`src/rtl/mem_arbiter_rr_if.sv`:
```
// rtl/mem_arbiter_rr_if.sv - core-array and shared-RAM bus bundle for mem_arbiter_rr
//
// Groups the per-core request buses (packed, core i at [i*W +: W]) and the
// single RAM port.
//   slave  : the arbiter side (takes core requests and RAM read data, drives the rest)
//   master : the environment side (cores plus RAM)
interface mem_arbiter_rr_if #(
  parameter int WIDTH      = 32,
  parameter int ADDR_WIDTH = 32,
  parameter int CORE_NUM   = 4
);
  logic [CORE_NUM-1:0]            request;
  logic [CORE_NUM-1:0]            wren_core;
  logic [CORE_NUM*ADDR_WIDTH-1:0] address_in;
  logic [CORE_NUM*WIDTH-1:0]      data_in;
  logic [CORE_NUM*WIDTH-1:0]      data_out;
  logic [CORE_NUM-1:0]            response;
  logic [CORE_NUM-1:0]            grant;
  logic                           busy;
  logic [ADDR_WIDTH-1:0]          address;
  logic [WIDTH-1:0]               data_write;
  logic                           wren;
  logic [WIDTH-1:0]               data_read;

  modport slave (
    input  request, wren_core, address_in, data_in, data_read,
    output data_out, response, grant, busy, address, data_write, wren
  );

  modport master (
    output request, wren_core, address_in, data_in, data_read,
    input  data_out, response, grant, busy, address, data_write, wren
  );
endinterface

```
`src/rtl/mem_arbiter_rr.sv`:
```
// rtl/mem_arbiter_rr.sv - round-robin arbiter sharing one synchronous RAM port among cores
//
// Purpose: grants one core at a time access to a shared synchronous RAM. An
// access is IDLE (arbitrate) -> ACCESS (READ_LATENCY cycles) -> DONE (one
// cycle response pulse). Completion is purely latency-counted.
// Ports:
//   clk    rising-edge clock
//   reset  synchronous, active-high
//   bus    mem_arbiter_rr_if.slave
//          request/wren_core/address_in/data_in  per-core inputs (packed)
//          data_out    per-core registered read data, held until next read
//          response    one-hot one-cycle completion pulse
//          grant       one-hot current owner, 0 when idle
//          busy        high in ACCESS and DONE
//          address/data_write/wren  RAM command, data_read  RAM read data
// All outputs are registered.
module mem_arbiter_rr #(
  parameter int WIDTH        = 32,
  parameter int ADDR_WIDTH   = 32,
  parameter int CORE_NUM     = 4,
  parameter int READ_LATENCY = 2
) (
  input  logic           clk,
  input  logic           reset,
  mem_arbiter_rr_if.slave bus
);

  localparam int IDX_W = (CORE_NUM > 1) ? $clog2(CORE_NUM) : 1;
  localparam int CNT_W = (READ_LATENCY > 1) ? $clog2(READ_LATENCY + 1) : 1;
  localparam logic [CNT_W-1:0]    CNT_LAST = CNT_W'(READ_LATENCY - 1);
  localparam logic [IDX_W-1:0]    IDX_LAST = IDX_W'(CORE_NUM - 1);
  localparam logic [CORE_NUM-1:0] ONE      = CORE_NUM'(1);

  typedef enum logic [1:0] {
    S_IDLE,
    S_ACCESS,
    S_DONE
  } state_t;

  state_t state, next_state;

  logic [IDX_W-1:0]      last;
  logic [IDX_W-1:0]      cur;
  logic [CNT_W-1:0]      cnt;
  logic [ADDR_WIDTH-1:0] address_r;
  logic [WIDTH-1:0]      data_write_r;
  logic                  wren_r;
  logic [CORE_NUM-1:0]   grant_r;
  logic [CORE_NUM-1:0]   response_r;
  logic                  busy_r;
  logic [WIDTH-1:0]      dout_arr [CORE_NUM];
  logic [ADDR_WIDTH-1:0] addr_arr [CORE_NUM];
  logic [WIDTH-1:0]      wdat_arr [CORE_NUM];

  logic                  found;
  logic [IDX_W-1:0]      winner;
  logic [IDX_W-1:0]      cand;
  logic                  last_beat;

  // Unpacked views of the packed per-core buses so selection uses a plain index.
  for (genvar i = 0; i < CORE_NUM; i++) begin : g_unpack
    assign addr_arr[i] = bus.address_in[i*ADDR_WIDTH +: ADDR_WIDTH];
    assign wdat_arr[i] = bus.data_in[i*WIDTH +: WIDTH];
    assign bus.data_out[i*WIDTH +: WIDTH] = dout_arr[i];
  end

  assign bus.address    = address_r;
  assign bus.data_write = data_write_r;
  assign bus.wren       = wren_r;
  assign bus.grant      = grant_r;
  assign bus.response   = response_r;
  assign bus.busy       = busy_r;

  // Scan starts one past the last served core and wraps, so the most recently
  // served core has the lowest priority.
  always_comb begin
    found  = 1'b0;
    winner = '0;
    cand   = '0;
    for (int k = 1; k <= CORE_NUM; k++) begin
      cand = IDX_W'((int'(last) + k) % CORE_NUM);
      if (!found && bus.request[cand]) begin
        found  = 1'b1;
        winner = cand;
      end
    end
  end

  assign last_beat = (cnt == CNT_LAST);

  always_ff @(posedge clk) begin
    if (reset) begin
      state <= S_IDLE;
    end else begin
      state <= next_state;
    end
  end

  always_comb begin
    next_state = state;
    case (state)
      S_IDLE:   if (found) next_state = S_ACCESS;
      S_ACCESS: if (last_beat) next_state = S_DONE;
      S_DONE:   next_state = S_IDLE;
      default:  next_state = S_IDLE;
    endcase
  end

  always_ff @(posedge clk) begin
    if (reset) begin
      last         <= IDX_LAST;
      cur          <= '0;
      cnt          <= '0;
      address_r    <= '0;
      data_write_r <= '0;
      wren_r       <= 1'b0;
      grant_r      <= '0;
      response_r   <= '0;
      busy_r       <= 1'b0;
      for (int i = 0; i < CORE_NUM; i++) begin
        dout_arr[i] <= '0;
      end
    end else begin
      case (state)
        S_IDLE: begin
          if (found) begin
            address_r    <= addr_arr[winner];
            data_write_r <= wdat_arr[winner];
            wren_r       <= bus.wren_core[winner];
            grant_r      <= ONE << winner;
            cur          <= winner;
            cnt          <= '0;
            busy_r       <= 1'b1;
          end
        end
        S_ACCESS: begin
          cnt <= cnt + 1'b1;
          if (last_beat) begin
            // wren_r still holds the sampled direction on this final edge.
            if (!wren_r) begin
              dout_arr[cur] <= bus.data_read;
            end
            response_r <= ONE << cur;
            wren_r     <= 1'b0;
            last       <= cur;
          end
        end
        S_DONE: begin
          response_r <= '0;
          grant_r    <= '0;
          busy_r     <= 1'b0;
        end
        default: begin
          response_r <= '0;
          grant_r    <= '0;
          busy_r     <= 1'b0;
        end
      endcase
    end
  end

endmodule

```
`src/flat_wrapper.sv`:
```
// flat-port wrapper written by rule: the top's interface ports become plain ports
module mem_arbiter_rr_flat 
#(
  parameter int WIDTH        = 32,
  parameter int ADDR_WIDTH   = 32,
  parameter int CORE_NUM     = 4,
  parameter int READ_LATENCY = 2
)
  (clk, reset, bus_request, bus_wren_core, bus_address_in, bus_data_in, bus_data_read, bus_data_out, bus_response, bus_grant, bus_busy, bus_address, bus_data_write, bus_wren);
  mem_arbiter_rr_if #(.WIDTH(WIDTH), .ADDR_WIDTH(ADDR_WIDTH), .CORE_NUM(CORE_NUM)) bus_i ();
  input  logic clk;
  input  logic reset;
  input wire logic [$bits(bus_i.request)-1:0] bus_request;
  input wire logic [$bits(bus_i.wren_core)-1:0] bus_wren_core;
  input wire logic [$bits(bus_i.address_in)-1:0] bus_address_in;
  input wire logic [$bits(bus_i.data_in)-1:0] bus_data_in;
  input wire logic [$bits(bus_i.data_read)-1:0] bus_data_read;
  output wire logic [$bits(bus_i.data_out)-1:0] bus_data_out;
  output wire logic [$bits(bus_i.response)-1:0] bus_response;
  output wire logic [$bits(bus_i.grant)-1:0] bus_grant;
  output wire logic [$bits(bus_i.busy)-1:0] bus_busy;
  output wire logic [$bits(bus_i.address)-1:0] bus_address;
  output wire logic [$bits(bus_i.data_write)-1:0] bus_data_write;
  output wire logic [$bits(bus_i.wren)-1:0] bus_wren;
  assign bus_i.request = bus_request;
  assign bus_i.wren_core = bus_wren_core;
  assign bus_i.address_in = bus_address_in;
  assign bus_i.data_in = bus_data_in;
  assign bus_i.data_read = bus_data_read;
  assign bus_data_out = bus_i.data_out;
  assign bus_response = bus_i.response;
  assign bus_grant = bus_i.grant;
  assign bus_busy = bus_i.busy;
  assign bus_address = bus_i.address;
  assign bus_data_write = bus_i.data_write;
  assign bus_wren = bus_i.wren;
  mem_arbiter_rr #(.WIDTH(WIDTH), .ADDR_WIDTH(ADDR_WIDTH), .CORE_NUM(CORE_NUM), .READ_LATENCY(READ_LATENCY)) u_core (.clk(clk), .reset(reset), .bus(bus_i));
endmodule
```
`config.mk`:
```
export PLATFORM = sky130hd
export DESIGN_NAME = mem_arbiter_rr_flat
export DESIGN_NICKNAME = d
export VERILOG_FILES = /design/src/rtl/mem_arbiter_rr_if.sv /design/src/rtl/mem_arbiter_rr.sv /design/src/flat_wrapper.sv
export SDC_FILE = /design/constraint.sdc
export NUM_CORES = 1
export LEC_CHECK = 0
export ABC_CLOCK_PERIOD_IN_PS = 4800
export CORE_AREA = 2 2 196 198
export DETAILED_ROUTE_END_ITERATION = 16
export DIE_AREA = 0 0 198 200
export REMOVE_ABC_BUFFERS = 1
export SLEW_MARGIN = 5
export SYNTH_ARGS = -nofsm -noshare
export SYNTH_HDL_FRONTEND = slang
export SYNTH_SLANG_ARGS = --single-unit
```
`constraint.sdc`:
```
create_clock -name clk -period 4.8 [get_ports clk]
set_input_delay 0.72 -clock clk [delete_from_list [all_inputs] [get_ports clk]]
set_output_delay 0.72 -clock clk [all_outputs]
set_load 0.1 [all_outputs]
```
After elaboration in Yosys (flattened, before gate mapping) --
Memory sizes are Yosys's and may differ from the RTL's. Index checks and enable logic that the tools add are counted.
Word-level totals: bits in registers 82, memory bits (writable) 128, input port bits 298, memories 1
Operators by class: $lt $le $gt $ge 6, reductions and logical operators 16, multiplexer cells 48, eq/ne operators 4, bitwise logic cells 3, shifts and indexed selects 2, add/subtract/negate cells 5
Memory list:
- u_core.dout_arr | words 4, width 32, rd ports 4, clocked after memory_dff 0, write ports 4, RTL line mem_arbiter_rr.sv:51 | logic [WIDTH-1:0] dout_arr [CORE_NUM];
Operator list (count):
- $mux 32 | 5
- $bmux 32 s2 | 2
- $reduce_or 32->1 | 1
- $mux 1 | 20
- $mux 2 | 8
- $pmux 4 s2 | 2
- $lt 2x3->1 const B | 5
- $reduce_and 2->1 | 6
- $bmux 1 s2 | 5
- $mux 4 | 2
- $pmux 2 s2 | 2
- $shl 1x2->4 const A | 2
- $add 2x1->2 const B | 3
- $add 2x2->2 const B | 2
- $eq 2x1->1 const B | 2
- $ne 2x1->1 const B | 2
- $pmux 1 s2 | 2
- $ge 3x3->1 const B | 1
- $logic_and 1x1->1 | 3
- $logic_not 1->1 | 3
- $not 2->3 | 1
- $reduce_and 3->1 | 1
- $logic_not 2->1 | 1
- $not 1->1 | 2
- $reduce_bool 2->1 | 1

Logic depth before layout (Yosys ltp) --
depth after elaboration 17, depth in mapped cells 8, mapped depth without buffers 6

Worst setup path after synthesis --
No wires, ideal clock.
kind reg-to-reg, start register u_core.wren_r, in the netlist u_core.bus.wren, end memory u_core.dout_arr[1][0] (enable), data arrival time 3.572 ns, buffers on the path 0, path slack 0.762 ns, library setup time 0.466 ns, stages on the path, launching flop included 3, path through dfxtp_1 or3_4 o21ai_0
RTL lines:
- start: declaration | RTL line mem_arbiter_rr.sv:47 | logic wren_r;
- start signal: assignment | RTL line mem_arbiter_rr.sv:129 | wren_r <= bus.wren_core[winner];
- end: declaration | RTL line mem_arbiter_rr.sv:51

==> metrics <==
Max-Cap Viols=0; fraction of registers with async set/reset=0%; initial antenna violation count=9; total power=0.00622 W; Fmax=0.335 GHz; CTS tree=built; CP startpoint kind=flop; area of the die=39600 µm²; layout cells sized above 1=9.80%; fin crit share=62.2%; Synth Area in Adders=0.128%; Combinational Power Share=35.7%; main combinational cell family by area after synthesis=compound AO/OA/AOI/OAI gates; post-DP HPWL=27000 µm; Die Wd=198 µm; Net count, final=1607; Top FF cell, synth=edfxtp_1; Worst Setup Path Type=flop to flop; post-synth top area cell=edfxtp_1; XOR/XNOR Fraction of Synth Area=0%; mux cell area share after synthesis=6.65%; final wirelength=36900 µm; Seq pwr share=34.4%; post-CTS setup buffers=0; DR pass1 iterations=5; storage element area=5490 µm²; simple-gate share of the synthesized area=15.8%; Vias per Instance=4.66; top cells by instance count after synthesis=edfxtp_1, and2_1, dfxtp_1; status=complete, no violations; Post-CTS Hold Fix Bufs=0; Synth Cell Area=9780 µm²; P_sw=0.00240 W; Die Y=200 µm; Port Buf Inserts=499; area delta synth->final=64.1%; Syn Inst Count=836; first-pass GRT wire length=52800 µm; FF+latch count, synth=210; CP required=4.94 ns; Placed Instances=1793; number of H-tree levels=1; max-slew headroom at the worst pin=21.0%; drt drc=0; PD cells=388 nW/µm²; Top Ports=500; post-synthesis sequential area ratio=56.1%; Pleak=5.87 nW; row count=71; Syn Area/Cell=11.7 µm²; most common cell in the synthesized netlist=edfxtp_1; PostCTS Resize Cnt=0; Yosys Warn Count=0; clk_lat worst skew=0.52 ns; multi-input logic area=3980 µm²; clock root buffer=clkbuf_16; CTS buffer count=24; Compound-Gate Fraction of Synth Area=17.2%; final setup TNS=0 ns; unrepaired setup endpoints after global routing=false; Sw Share=38.6%; synth top area cells=edfxtp_1, dfxtp_1, and2_1, mux2i_1, a221oi_2; largest net degree at the start of global routing=63; Non-Filler Instances=1839; worst-case clock skew=0.0147 ns; via count=8570; clk slew on worst S/H paths=0.06 ns; area fraction of the dominant cell type after synthesis=39.3%; initial drt markers=386; routed len/inst=20.1 µm; vias in the first global route=8459; Slew Viols, Final=0; critical path arrival=3.12 ns; CP Max Fanout=33; Post-synth EDFFs=128; Layout fillers=3520; Initial Utilization=26.1%; Distinct cells, synth=41; CTS sink cnt=210; cell internal pwr=0.00382 W; # setup viols final=0; VDD IR-drop max=174 µV; crit path time final=2.99 ns; Routed Antenna Nets=0; clk buf depth=3; Hold Path Class=flop to flop; Total GRT Usage=17.5%; endpoint class of the critical path=flop; Worst-Margin Slew=1.18 ns; core area=37400 µm²; Hold Vio Cnt, Final=0; RD Place Congestion=0.766; Clock Power Share=29.8%; total global routing overflow=0
-- flip-flops by register name, indices dropped and copies added (netlist names) --
name / flops
u_core.bus.address: 32
u_core.bus.wren: 1
u_core.bus.grant: 4
u_core.last: 2
u_core.bus.data_write: 32
u_core.state: 2
u_core.cur: 2
u_core.cnt: 2
u_core.bus.response: 4
u_core.bus.busy: 1
u_core.dout_arr: 128
-- cell type report --
cell class,count,area share (%)
clock inverter,18,1.15
timing repair buffer,513,31.9
inverter,9,0.211
antenna,2,0.0312
sequential,210,34.2
tap,511,3.98
clock buffer,26,3.79
multi-input combinational,550,24.8
-- logic make-up (layout without fill, tap and decap cells) --
family | after synthesis | after routing
AND/OR/NAND/NOR | 256 | 256
flip-flops | 210 | 210
multiplexers | 65 | 65
buffers and inverters | 76 | 566
other | 0 | 2
AO/OA/AOI/OAI | 228 | 228
adder cells (fa/ha/maj) | 1 | 1
-- cell usage in the layout, fill, tap and decap left out, types with 4 or more instances in the layout --
cell type | Yosys | final
clkdlybuf4s50_1 | 0 | 499
edfxtp_1 | 128 | 128
and2_1 | 114 | 114
dfxtp_1 | 82 | 82
o21ai_0 | 72 | 70
o22ai_1 | 67 | 67
mux2i_1 | 65 | 65
a221oi_1 | 35 | 35
or2_2 | 30 | 30
nor2_1 | 31 | 30
a221oi_2 | 30 | 30
clkbuf_16 | 0 | 24
nand2b_1 | 20 | 20
nand2_1 | 15 | 15
a21oi_1 | 15 | 15
or2_0 | 14 | 14
buf_4 | 3 | 13
or2_1 | 10 | 10
inv_1 | 9 | 8
clkinv_1 | 0 | 5
nor3_1 | 5 | 4
nand3_1 | 4 | 4
-- routing by layer --
layer	global-route usage (%)	wire, µm
met2	31.3	18300
met4	3.95	612
met5	0	74
met3	5.19	3420
met1	20.8	14500
-- power groups by stage --
stage                     Clock [W]  Combinational [W]  Sequential [W]
after floorplan                   0           0.000457         0.00323
after global placement            0            0.00223         0.00218
after detailed placement          0            0.00224         0.00218
after CTS                   0.00191            0.00225         0.00214
after global routing        0.00198            0.00231         0.00216
final                       0.00186            0.00222         0.00214
-- worst max-delay path, stage by stage (launching register included) --
cell and delay [ns]:
dfxtp_1 0.58, nor2b_4 0.28, nand2_2 0.15, or3_4 0.44
nor3_4 0.12, buf_4 0.31, or2_2 0.70
-- through the flow --
step / area, µm² / worst slack (ns) / util (%) / hold slack [ns]
4_1_cts: 16000 / 1.75 / 42.9 / 0.473
2_1_floorplan: 9410 / -0.298 / - / 0.438
6_report: 16000 / 1.81 / 42.9 / 0.472
3_5_place_dp: 15200 / 1.30 / 40.8 / 0.462
5_1_grt: 16000 / 1.62 / 42.9 / 0.513
3_3_place_gp: 15200 / 1.34 / 40.8 / 0.462
-- worst paths after layout --
path,start,end,slack (ns),depth (start not counted)
max reg2reg,u_core.state[0],u_core.dout_arr[0][14],1.81,6
max,u_core.state[0],u_core.dout_arr[0][14],1.81,6
min reg2reg,u_core.cnt[0],u_core.cnt[0],0.47,1
min,u_core.cnt[0],u_core.cnt[0],0.47,1
No activity file was read; power rests on OpenSTA's default activity.
